===== src/rtl/mem_stage_pkg.sv =====
// Shared CPU definitions for the MEM stage: FSM state encoding and ack-timeout default.
package mem_stage_pkg;

    typedef enum logic [1:0] {
        StIdle   = 2'd0,
        StAccess = 2'd1,
        StResp   = 2'd2
    } mem_state_e;

    localparam int unsigned AckTimeoutDefault = 8;
    localparam int unsigned CntWidth          = 4;

endpackage


===== src/rtl/mem_stage_if.sv =====
// Pipeline-side, data-memory and writeback signals of the MEM stage.
interface mem_stage_if;

    logic [15:0] mem_alu_result;
    logic [15:0] mem_rs2_data;
    logic [3:0]  mem_rd;
    logic        mem_reg_write;
    logic        mem_mem_read;
    logic        mem_mem_write;
    logic        mem_mem_to_reg;
    logic        mem_branch;
    logic        mem_branch_ne;
    logic        mem_zero;
    logic [15:0] mem_branch_target;

    logic        dmem_req;
    logic        dmem_we;
    logic [15:0] dmem_addr;
    logic [15:0] dmem_wdata;
    logic [15:0] dmem_rdata;
    logic        dmem_ack;

    logic        stall_mem;
    logic        pc_sel;
    logic [15:0] pc_target;
    logic        flush_mem;
    logic [15:0] wb_result;
    logic [3:0]  wb_rd;
    logic        wb_reg_write;
    logic        mem_fault;

    // Stage side
    modport slave (
        input  mem_alu_result, mem_rs2_data, mem_rd, mem_reg_write, mem_mem_read,
        input  mem_mem_write, mem_mem_to_reg, mem_branch, mem_branch_ne, mem_zero,
        input  mem_branch_target, dmem_rdata, dmem_ack,
        output dmem_req, dmem_we, dmem_addr, dmem_wdata, stall_mem, pc_sel, pc_target,
        output flush_mem, wb_result, wb_rd, wb_reg_write, mem_fault
    );

    // Pipeline / memory side
    modport master (
        output mem_alu_result, mem_rs2_data, mem_rd, mem_reg_write, mem_mem_read,
        output mem_mem_write, mem_mem_to_reg, mem_branch, mem_branch_ne, mem_zero,
        output mem_branch_target, dmem_rdata, dmem_ack,
        input  dmem_req, dmem_we, dmem_addr, dmem_wdata, stall_mem, pc_sel, pc_target,
        input  flush_mem, wb_result, wb_rd, wb_reg_write, mem_fault
    );

endinterface


===== src/rtl/mem_stage_dmem_access_fsm.sv =====
// Data-memory access sequencer: IDLE/ACCESS/RESP FSM, ack-wait counter and load buffer.
module dmem_access_fsm
    import mem_stage_pkg::*;
#(
    parameter int unsigned AckTimeout = AckTimeoutDefault
) (
    input  logic        clk,
    input  logic        rst,
    input  logic        access_i,
    input  logic        dmem_ack_i,
    input  logic [15:0] dmem_rdata_i,
    output mem_state_e  state_o,
    output logic        stall_o,
    output logic        dmem_req_o,
    output logic [15:0] load_buf_o,
    output logic        fault_o
);

    localparam logic [CntWidth-1:0] CntLast = CntWidth'(AckTimeout - 1);

    mem_state_e          state_q, state_d;
    logic [CntWidth-1:0] cnt_q, cnt_d;
    logic [15:0]         buf_q, buf_d;
    logic                fault_q, fault_d;

    always_comb begin
        state_d = state_q;
        cnt_d   = cnt_q;
        buf_d   = buf_q;
        fault_d = fault_q;
        case (state_q)
            StIdle: begin
                if (access_i) begin
                    state_d = StAccess;
                    cnt_d   = '0;
                end
            end
            StAccess: begin
                // Ack wins over a coincident timeout
                if (dmem_ack_i) begin
                    state_d = StResp;
                    buf_d   = dmem_rdata_i;
                    cnt_d   = '0;
                end else if (cnt_q == CntLast) begin
                    state_d = StResp;
                    buf_d   = '0;
                    cnt_d   = '0;
                    fault_d = 1'b1;
                end else begin
                    cnt_d = cnt_q + 1'b1;
                end
            end
            StResp:  state_d = StIdle;
            default: state_d = StIdle;
        endcase
    end

    always_ff @(posedge clk or negedge rst) begin
        if (!rst) begin
            state_q <= StIdle;
            cnt_q   <= '0;
            buf_q   <= '0;
            fault_q <= 1'b0;
        end else begin
            state_q <= state_d;
            cnt_q   <= cnt_d;
            buf_q   <= buf_d;
            fault_q <= fault_d;
        end
    end

    assign state_o    = state_q;
    assign stall_o    = ((state_q == StIdle) && access_i) || (state_q == StAccess);
    assign dmem_req_o = (state_q == StAccess);
    assign load_buf_o = buf_q;
    assign fault_o    = fault_q;

endmodule


===== src/rtl/mem_stage.sv =====
// MEM pipeline stage: drives data memory via the access FSM, resolves branches, owns the WB register.
module mem_stage
    import mem_stage_pkg::*;
#(
    parameter int unsigned ACK_TIMEOUT = AckTimeoutDefault
) (
    input logic       clk,
    input logic       rst,
    mem_stage_if.slave bus
);

    mem_state_e  state;
    logic [15:0] load_buf;
    logic        access;
    logic        is_branch;
    logic        taken;

    logic [15:0] wb_result_q, wb_result_d;
    logic [3:0]  wb_rd_q, wb_rd_d;
    logic        wb_rw_q, wb_rw_d;

    assign access    = bus.mem_mem_read | bus.mem_mem_write;
    assign is_branch = bus.mem_branch | bus.mem_branch_ne;
    assign taken     = (bus.mem_branch & bus.mem_zero) | (bus.mem_branch_ne & ~bus.mem_zero);

    dmem_access_fsm #(
        .AckTimeout (ACK_TIMEOUT)
    ) u_fsm (
        .clk          (clk),
        .rst          (rst),
        .access_i     (access),
        .dmem_ack_i   (bus.dmem_ack),
        .dmem_rdata_i (bus.dmem_rdata),
        .state_o      (state),
        .stall_o      (bus.stall_mem),
        .dmem_req_o   (bus.dmem_req),
        .load_buf_o   (load_buf),
        .fault_o      (bus.mem_fault)
    );

    // Request fields come straight from the stalled EX2/MEM register
    assign bus.dmem_we    = bus.mem_mem_write;
    assign bus.dmem_addr  = bus.mem_alu_result;
    assign bus.dmem_wdata = bus.mem_rs2_data;

    assign bus.pc_sel    = taken & (state == StIdle);
    assign bus.pc_target = bus.mem_branch_target;
    assign bus.flush_mem = bus.pc_sel;

    always_comb begin
        wb_result_d = wb_result_q;
        wb_rd_d     = wb_rd_q;
        wb_rw_d     = 1'b0;
        case (state)
            StIdle: begin
                if (!access) begin
                    wb_result_d = bus.mem_alu_result;
                    wb_rd_d     = bus.mem_rd;
                    wb_rw_d     = bus.mem_reg_write & ~is_branch;
                end
            end
            StResp: begin
                wb_result_d = bus.mem_mem_to_reg ? load_buf : bus.mem_alu_result;
                wb_rd_d     = bus.mem_rd;
                // Any write (including read+write) never commits to the register file
                wb_rw_d     = bus.mem_reg_write & ~bus.mem_mem_write & ~is_branch;
            end
            default: wb_rw_d = 1'b0;
        endcase
    end

    always_ff @(posedge clk or negedge rst) begin
        if (!rst) begin
            wb_result_q <= '0;
            wb_rd_q     <= '0;
            wb_rw_q     <= 1'b0;
        end else begin
            wb_result_q <= wb_result_d;
            wb_rd_q     <= wb_rd_d;
            wb_rw_q     <= wb_rw_d;
        end
    end

    assign bus.wb_result    = wb_result_q;
    assign bus.wb_rd        = wb_rd_q;
    assign bus.wb_reg_write = wb_rw_q;

endmodule


===== src/flat_wrapper.sv =====
// flat-port wrapper written by rule: the top's interface ports become plain ports
module mem_stage_flat import mem_stage_pkg::*;
#(
    parameter int unsigned ACK_TIMEOUT = AckTimeoutDefault
)
  (clk, rst, bus_mem_alu_result, bus_mem_rs2_data, bus_mem_rd, bus_mem_reg_write, bus_mem_mem_read, bus_mem_mem_write, bus_mem_mem_to_reg, bus_mem_branch, bus_mem_branch_ne, bus_mem_zero, bus_mem_branch_target, bus_dmem_rdata, bus_dmem_ack, bus_dmem_req, bus_dmem_we, bus_dmem_addr, bus_dmem_wdata, bus_stall_mem, bus_pc_sel, bus_pc_target, bus_flush_mem, bus_wb_result, bus_wb_rd, bus_wb_reg_write, bus_mem_fault);
  mem_stage_if bus_i ();
  input logic clk;
  input logic rst;
  input wire logic [$bits(bus_i.mem_alu_result)-1:0] bus_mem_alu_result;
  input wire logic [$bits(bus_i.mem_rs2_data)-1:0] bus_mem_rs2_data;
  input wire logic [$bits(bus_i.mem_rd)-1:0] bus_mem_rd;
  input wire logic [$bits(bus_i.mem_reg_write)-1:0] bus_mem_reg_write;
  input wire logic [$bits(bus_i.mem_mem_read)-1:0] bus_mem_mem_read;
  input wire logic [$bits(bus_i.mem_mem_write)-1:0] bus_mem_mem_write;
  input wire logic [$bits(bus_i.mem_mem_to_reg)-1:0] bus_mem_mem_to_reg;
  input wire logic [$bits(bus_i.mem_branch)-1:0] bus_mem_branch;
  input wire logic [$bits(bus_i.mem_branch_ne)-1:0] bus_mem_branch_ne;
  input wire logic [$bits(bus_i.mem_zero)-1:0] bus_mem_zero;
  input wire logic [$bits(bus_i.mem_branch_target)-1:0] bus_mem_branch_target;
  input wire logic [$bits(bus_i.dmem_rdata)-1:0] bus_dmem_rdata;
  input wire logic [$bits(bus_i.dmem_ack)-1:0] bus_dmem_ack;
  output wire logic [$bits(bus_i.dmem_req)-1:0] bus_dmem_req;
  output wire logic [$bits(bus_i.dmem_we)-1:0] bus_dmem_we;
  output wire logic [$bits(bus_i.dmem_addr)-1:0] bus_dmem_addr;
  output wire logic [$bits(bus_i.dmem_wdata)-1:0] bus_dmem_wdata;
  output wire logic [$bits(bus_i.stall_mem)-1:0] bus_stall_mem;
  output wire logic [$bits(bus_i.pc_sel)-1:0] bus_pc_sel;
  output wire logic [$bits(bus_i.pc_target)-1:0] bus_pc_target;
  output wire logic [$bits(bus_i.flush_mem)-1:0] bus_flush_mem;
  output wire logic [$bits(bus_i.wb_result)-1:0] bus_wb_result;
  output wire logic [$bits(bus_i.wb_rd)-1:0] bus_wb_rd;
  output wire logic [$bits(bus_i.wb_reg_write)-1:0] bus_wb_reg_write;
  output wire logic [$bits(bus_i.mem_fault)-1:0] bus_mem_fault;
  assign bus_i.mem_alu_result = bus_mem_alu_result;
  assign bus_i.mem_rs2_data = bus_mem_rs2_data;
  assign bus_i.mem_rd = bus_mem_rd;
  assign bus_i.mem_reg_write = bus_mem_reg_write;
  assign bus_i.mem_mem_read = bus_mem_mem_read;
  assign bus_i.mem_mem_write = bus_mem_mem_write;
  assign bus_i.mem_mem_to_reg = bus_mem_mem_to_reg;
  assign bus_i.mem_branch = bus_mem_branch;
  assign bus_i.mem_branch_ne = bus_mem_branch_ne;
  assign bus_i.mem_zero = bus_mem_zero;
  assign bus_i.mem_branch_target = bus_mem_branch_target;
  assign bus_i.dmem_rdata = bus_dmem_rdata;
  assign bus_i.dmem_ack = bus_dmem_ack;
  assign bus_dmem_req = bus_i.dmem_req;
  assign bus_dmem_we = bus_i.dmem_we;
  assign bus_dmem_addr = bus_i.dmem_addr;
  assign bus_dmem_wdata = bus_i.dmem_wdata;
  assign bus_stall_mem = bus_i.stall_mem;
  assign bus_pc_sel = bus_i.pc_sel;
  assign bus_pc_target = bus_i.pc_target;
  assign bus_flush_mem = bus_i.flush_mem;
  assign bus_wb_result = bus_i.wb_result;
  assign bus_wb_rd = bus_i.wb_rd;
  assign bus_wb_reg_write = bus_i.wb_reg_write;
  assign bus_mem_fault = bus_i.mem_fault;
  mem_stage #(.ACK_TIMEOUT(ACK_TIMEOUT)) u_core (.clk(clk), .rst(rst), .bus(bus_i));
endmodule

===== config.mk =====
export PLATFORM = sky130hd
export DESIGN_NAME = mem_stage_flat
export DESIGN_NICKNAME = d
export VERILOG_FILES = /design/src/rtl/mem_stage_pkg.sv /design/src/rtl/mem_stage_if.sv /design/src/rtl/mem_stage_dmem_access_fsm.sv /design/src/rtl/mem_stage.sv /design/src/flat_wrapper.sv
export SDC_FILE = /design/constraint.sdc
export NUM_CORES = 1
export LEC_CHECK = 0
export CAP_MARGIN = 20
export CORE_MARGIN = 2
export CORE_UTILIZATION = 40
export CTS_CLUSTER_SIZE = 10
export DETAILED_ROUTE_END_ITERATION = 10
export PLACE_DENSITY_LB_ADDON = 0.15
export REMOVE_ABC_BUFFERS = 1
export SYNTH_ARGS = -nofsm -noshare
export SYNTH_HDL_FRONTEND = slang
export SYNTH_SLANG_ARGS = --single-unit
export TNS_END_PERCENT = 30

===== constraint.sdc =====
create_clock -name clk -period 2.3 [get_ports clk]
set_input_delay 0.46 -clock clk [delete_from_list [all_inputs] [get_ports clk]]
set_output_delay 0.46 -clock clk [all_outputs]
set_load 0.1 [all_outputs]

=== Yosys cells after proc, flatten, opt, wreduce, memory -nomap -nowiden ===
Cells that the tools add are included.
W data, S select, Z words.

* Add/sub/neg operators: 1
* Multiplexer cells: 17
* Bitwise logic cells: 13
* Multiply operators: 0
* Divide/modulo/power cells: 0
* Order comparisons: 0
* Equal/unequal tests: 6
* Reduce and logical (&&, ||, !) cells: 11
* Shifts and indexed selects: 0

{| class="wikitable"
|+ Operators with widths
! kind !! count
|-
| $mux W16 || 4
|-
| $pmux W16 S2 || 1
|-
| $mux W4 || 4
|-
| $pmux W4 S2 || 2
|-
| $reduce_and A2 Y1 || 4
|-
| $and A1 B1 Y1 || 6
|-
| $mux W2 || 3
|-
| $reduce_bool A2 Y1 || 3
|-
| $add A4 B1 Y4 const B || 1
|-
| $eq A4 B3 Y1 const B || 1
|-
| $ne A2 B2 Y1 const B || 2
|-
| $not A1 Y1 || 4
|-
| $pmux W2 S2 || 1
|-
| $ne A3 B2 Y1 const B || 1
|-
| $or A1 B1 Y1 || 3
|-
| $reduce_and A3 Y1 || 1
|-
| $eq A2 B1 Y1 const B || 1
|-
| $eq A2 B2 Y1 const B || 1
|-
| $logic_not A2 Y1 || 1
|-
| $pmux W1 S2 || 1
|-
| $logic_and A1 B1 Y1 || 1
|-
| $logic_or A1 B1 Y1 || 1
|-
| $mux W1 || 1
|}

* Memory bits (read-only): 0
* Bits in latches: 0
* Word-level logic and storage cells: 55
* Bits in registers: 44
* Memories kept: 0
* Bits in writable memories: 0

=== Logic depth before layout (Yosys ltp) ===
* Word-level depth: 5
* Gate-level depth with buffers: 5
* Mapped depth without buffers: 4

=== By module ===
From an unflattened synthesis, not the netlist that was laid out.

* Cells, all modules: 184
* Area, all modules: 2413.6 µm²

{| class="wikitable"
|+ By module, submodules not included
! module !! seq. area each (µm²) !! area each (µm²) !! cells each !! instances
|-
| mem_stage || 525.5 || 1482.7 || 118 || 1
|-
| dmem_access_fsm || 575.6 || 930.9 || 66 || 1
|}

=== Least setup slack after synthesis ===
Ideal clock, no wire load.

* Kind: register -> output
* From: reg u_core.u_fsm.state_q[1] (netlist: u_core.u_fsm.state_o[1])
* To: out bus_pc_sel
* Slack: -1.400 ns
* Data required time: 1.840 ns
* Buffers on the path: 2
* Arrival: 3.240 ns
* Stages on the path, launching flop included: 4
* Path through: dfrtp_1 > buf_6 > nor3_1 > buf_4

* Longest elaborated chain between the ends: 2

{| class="wikitable"
|+ Ends and longest elaborated chain
! element !! RTL line !! text
|-
| from (decl) || mem_stage_dmem_access_fsm.sv:21 || <nowiki>mem_state_e state_q, state_d;</nowiki>
|-
| from (signal assigned) || mem_stage_dmem_access_fsm.sv:60 || <nowiki>state_q <= StIdle;</nowiki>
|-
| from (signal assigned) || mem_stage_dmem_access_fsm.sv:65 || <nowiki>state_q <= state_d;</nowiki>
|-
| $logic_not A2 Y1 || mem_stage.sv:46 || <nowiki>assign bus.pc_sel = taken & (state == StIdle);</nowiki>
|-
| $and A1 B1 Y1 || mem_stage.sv:46 ||
|-
| to (decl) || flat_wrapper.sv:28 || <nowiki>output wire logic [$bits(bus_i.pc_sel)-1:0] bus_pc_sel;</nowiki>
|}

Every way passes these cells.

=== Worst setup path after layout ===
* From: in bus_mem_branch
* To: out bus_pc_sel

* Longest elaborated chain between the ends: 3

{| class="wikitable"
|+ Ends and longest elaborated chain
! element !! RTL line !! text
|-
| from (decl) || flat_wrapper.sv:17 || <nowiki>input wire logic [$bits(bus_i.mem_branch)-1:0] bus_mem_branch;</nowiki>
|-
| $and A1 B1 Y1 || mem_stage.sv:24 || <nowiki>assign taken = (bus.mem_branch & bus.mem_zero) | (bus.mem_branch_ne & ~bus.mem_zero);</nowiki>
|-
| $or A1 B1 Y1 || mem_stage.sv:24 ||
|-
| $and A1 B1 Y1 || mem_stage.sv:46 ||
|}

Every way passes these cells.

==> impl_metrics.yaml <==
routing:
  drt_first_iter_violations: 58
  dr_total_vias: 1520
  dr.pass1.iters: 4
  drt_wl_total_mm: 5.77
  postRouteAntennaNets: 0
  vias_per_cell: 4.94
  drc_violations_left: 0
  wl_per_cell_um: 18.7
layout:
  layout.nets: 311
  finish.cell_count_without_fillers: 308
  final_cell_mix: "sky130_fd_sc_hd__clkdlybuf4s50_1, sky130_fd_sc_hd__dfrtp_1, sky130_fd_sc_hd__buf_4"
  diodes: 0
  layout.filler_cells: 487
  drive_above_1_share: 0.386
  area_delta_synth_final_pct: 35.5
grt:
  antenna_found_initial: 0
  global_route.usage.met1: 0.247
  number_of_global_route_vias_before_repair: 1598
  wire_length_of_the_first_global_routing_pass_mm: 8.69
  global_route.usage.met3: 0.111
  grt_util_all_layers: 0.182
  grt_start_max_net_pins: 21
  grt_busiest_layer: "met1"
  globalRouteMet2Util: 0.234
  gr-total-overflow: 0
power_and_ir_drop:
  irDropWorstVdd_v: 0.000828
  total_leakage_power_nw: 1.51
  power.total_mw: 4.91
  power.density_cell_area_nw_per_um2: 1510
worst_setup_path:
  cp_data_arrival_time_ns: 1.75
  setup.worst_path.class: "input port to primary output"
  critical_path.cell_chain: "clkdlybuf4s50_1, mux2i_1, nor3_1, buf_12"
  critPathMaxStageDelay_ns: 0.48
  crit-reg2reg-launch: "u_core.u_fsm.state_o[1]$_DFFE_PN0P_"
  cp_top_family: "buffers and inverters"
  reg2regPathDepth: 3
  timing.critical_path.buf_inv: 2
  worst_path_max_delay_cell: "sky130_fd_sc_hd__clkdlybuf4s50_1"
  startpoint_type: "input port"
  endpoint_kind: "primary output"
  rr_endpoint: "u_core.bus.wb_result[3]$_DFFE_PN0P_"
  reg2reg_slack_ns: 0.51
  worstPathMaxFanout: 2
  cp_data_required_time_ns: 1.84
floorplan:
  die_y_um: 81.4
  initial_core_util: 0.409
  row_count: 28
  core-area_sq_um: 5850
  floorplan.io_pins: 153
  floorplan.die.width_um: 81.4
  die_area_sq_um: 6620
cts:
  clk_transition_reported_paths_ns: 0.08
  cts_setup_buffers: 0
  cts_buffers: 5
  clockRootBuffer: "sky130_fd_sc_hd__clkbuf_8"
  h-tree-depth: 2
  clk_path_buf_depth: 2
  cts-resized-gates: 0
  tritoncts_clock_tree: "built"
  clk_lat_worst_skew_ns: 0.29
  cts_hold_repair.buffers: 0
  clkSinkCount: 44
place:
  post-dp-hpwl_mm: 4.37
  gp_congestion: 0.811
  placedCellCount: 300
  port-buffer-count: 88
synth:
  synthesis.area_per_instance_sq_um: 12.7
  ys.warnings.count: 0
  synthCells: 188
  netlist.top_cell.by_area: "sky130_fd_sc_hd__dfrtp_1"
  synth.distinct_cells: 29
  synth_top_cells_by_area: "sky130_fd_sc_hd__dfrtp_1, sky130_fd_sc_hd__buf_4, sky130_fd_sc_hd__mux2_4"
  synth_seq_area_share: 0.460
  number_of_enable_flip_flop_cells_after_synthesis: 0
  yosys_register_bits: 44
  syn-cell-area_sq_um: 2390
  netlist.area_leader.share: 0.460
  synth-async-reset-ratio: 1.00
  ys.flop_type: "sky130_fd_sc_hd__dfrtp_1"
sta:
  report.final.slew_viol_count: 0
  setup_viol: 0
  slew_headroom: 0.565
  grt_setup_unrepaired: "no"
  worst-slew-pin-transition_ns: 0.653
  fin_hold_ws_ns: 0.0746
  clock_skew_ns: 0.00413
  timing.final.crit_share: 0.959
  fin_tns_setup_ns: 0
  post-route-min-period_ns: 2.21
  timing_hold_violations_final: 0
  max_freq_ghz: 0.453
outcome:
  status: "completed"
hold_path:
  class_of_the_tightest_hold_or_removal_check: "input port to asynchronous set/reset pin"
flow_run:
  drv.max_cap_violation_count: 0
-- cell usage after synthesis (2+ instances only) --
| cell | instances |
|---|---|
| sky130_fd_sc_hd__nand2_1 | 4 |
| sky130_fd_sc_hd__nor2_1 | 3 |
| sky130_fd_sc_hd__buf_6 | 2 |
| sky130_fd_sc_hd__nor3_1 | 2 |
| sky130_fd_sc_hd__mux2_4 | 20 |
| sky130_fd_sc_hd__buf_4 | 51 |
| sky130_fd_sc_hd__mux2_2 | 6 |
| sky130_fd_sc_hd__nand3_1 | 3 |
| sky130_fd_sc_hd__mux2_1 | 10 |
| sky130_fd_sc_hd__mux2i_1 | 2 |
| sky130_fd_sc_hd__buf_2 | 4 |
| sky130_fd_sc_hd__dfrtp_1 | 44 |
| sky130_fd_sc_hd__inv_1 | 3 |
| sky130_fd_sc_hd__o21ai_0 | 4 |
| sky130_fd_sc_hd__a22o_1 | 16 |
-- metrics by stage --
step / utilization / setup slack (ns) / instance area (sq um)
2_1_floorplan: - / -2.74 / 1970
3_3_place_gp: 0.538 / 0.112 / 3150
3_5_place_dp: 0.538 / 0.0767 / 3150
4_1_cts: 0.554 / 0.0757 / 3240
5_1_grt: 0.554 / 0.0239 / 3240
6_report: 0.554 / 0.0933 / 3240
-- sequential cells by signal (all words and copies together) (netlist names) --
signal / cells
u_core.bus.wb_result: 16
u_core.u_fsm.load_buf_o: 16
u_core.bus.wb_rd: 4
u_core.u_fsm.cnt_q: 4
u_core.u_fsm.state_o: 2
u_core.bus.wb_reg_write: 1
u_core.u_fsm.fault_o: 1
-- kinds of logic (layout without fill, tap and decap cells) --
family | count (synthesis) | count (layout) | share of synthesized area
muxes | 38 | 38 | 0.209
and+or+nand+nor | 19 | 19 | 0.0549
DFF | 44 | 44 | 0.460
buffers and inverters | 60 | 105 | 0.182
adders and majority gates | 1 | 1 | 0.00523
AOI/OAI and AO/OA | 26 | 26 | 0.0883
-- layer usage --
layer,wire length [um],share of wire
met1,2480,0.43
met2,2390,0.41
met3,815,0.14
met4,47,0.0081
met5,40,0.0069
-- power breakdown --
| group | internal, mW | switching, mW |
|---|---|---|
| registers | 1.12 | 0.220 |
| logic | 0.961 | 2.11 |
| clock network | 0.240 | 0.255 |
-- layout make-up --
class,count,area (sq um),share of cell area
tap,75,93.8,0.0289
clock buffer,6,82.6,0.0255
multi-input combinational,84,856,0.264
inverter,3,11.3,0.00347
clock inverter,2,10.0,0.00309
sequential,44,1100,0.340
timing repair buffer,94,1090,0.336
-- how the worst max path moves through the flow --
stage | startpoint | endpoint | slack [ns] | cells past startpoint
finish | bus_mem_branch | bus_pc_sel | 0.09 | 4
global route | bus_mem_zero | bus_pc_sel | 0.02 | 4
CTS | bus_mem_branch | bus_pc_sel | 0.08 | 4
detailed placement | bus_mem_branch | bus_pc_sel | 0.08 | 4
global placement | bus_mem_branch_ne | bus_pc_sel | 0.11 | 4
floorplan | u_core.u_fsm.state_o[1]$_DFFE_PN0P_ | bus_flush_mem | -2.74 | 1
No activity file was read; power rests on OpenSTA's default activity.
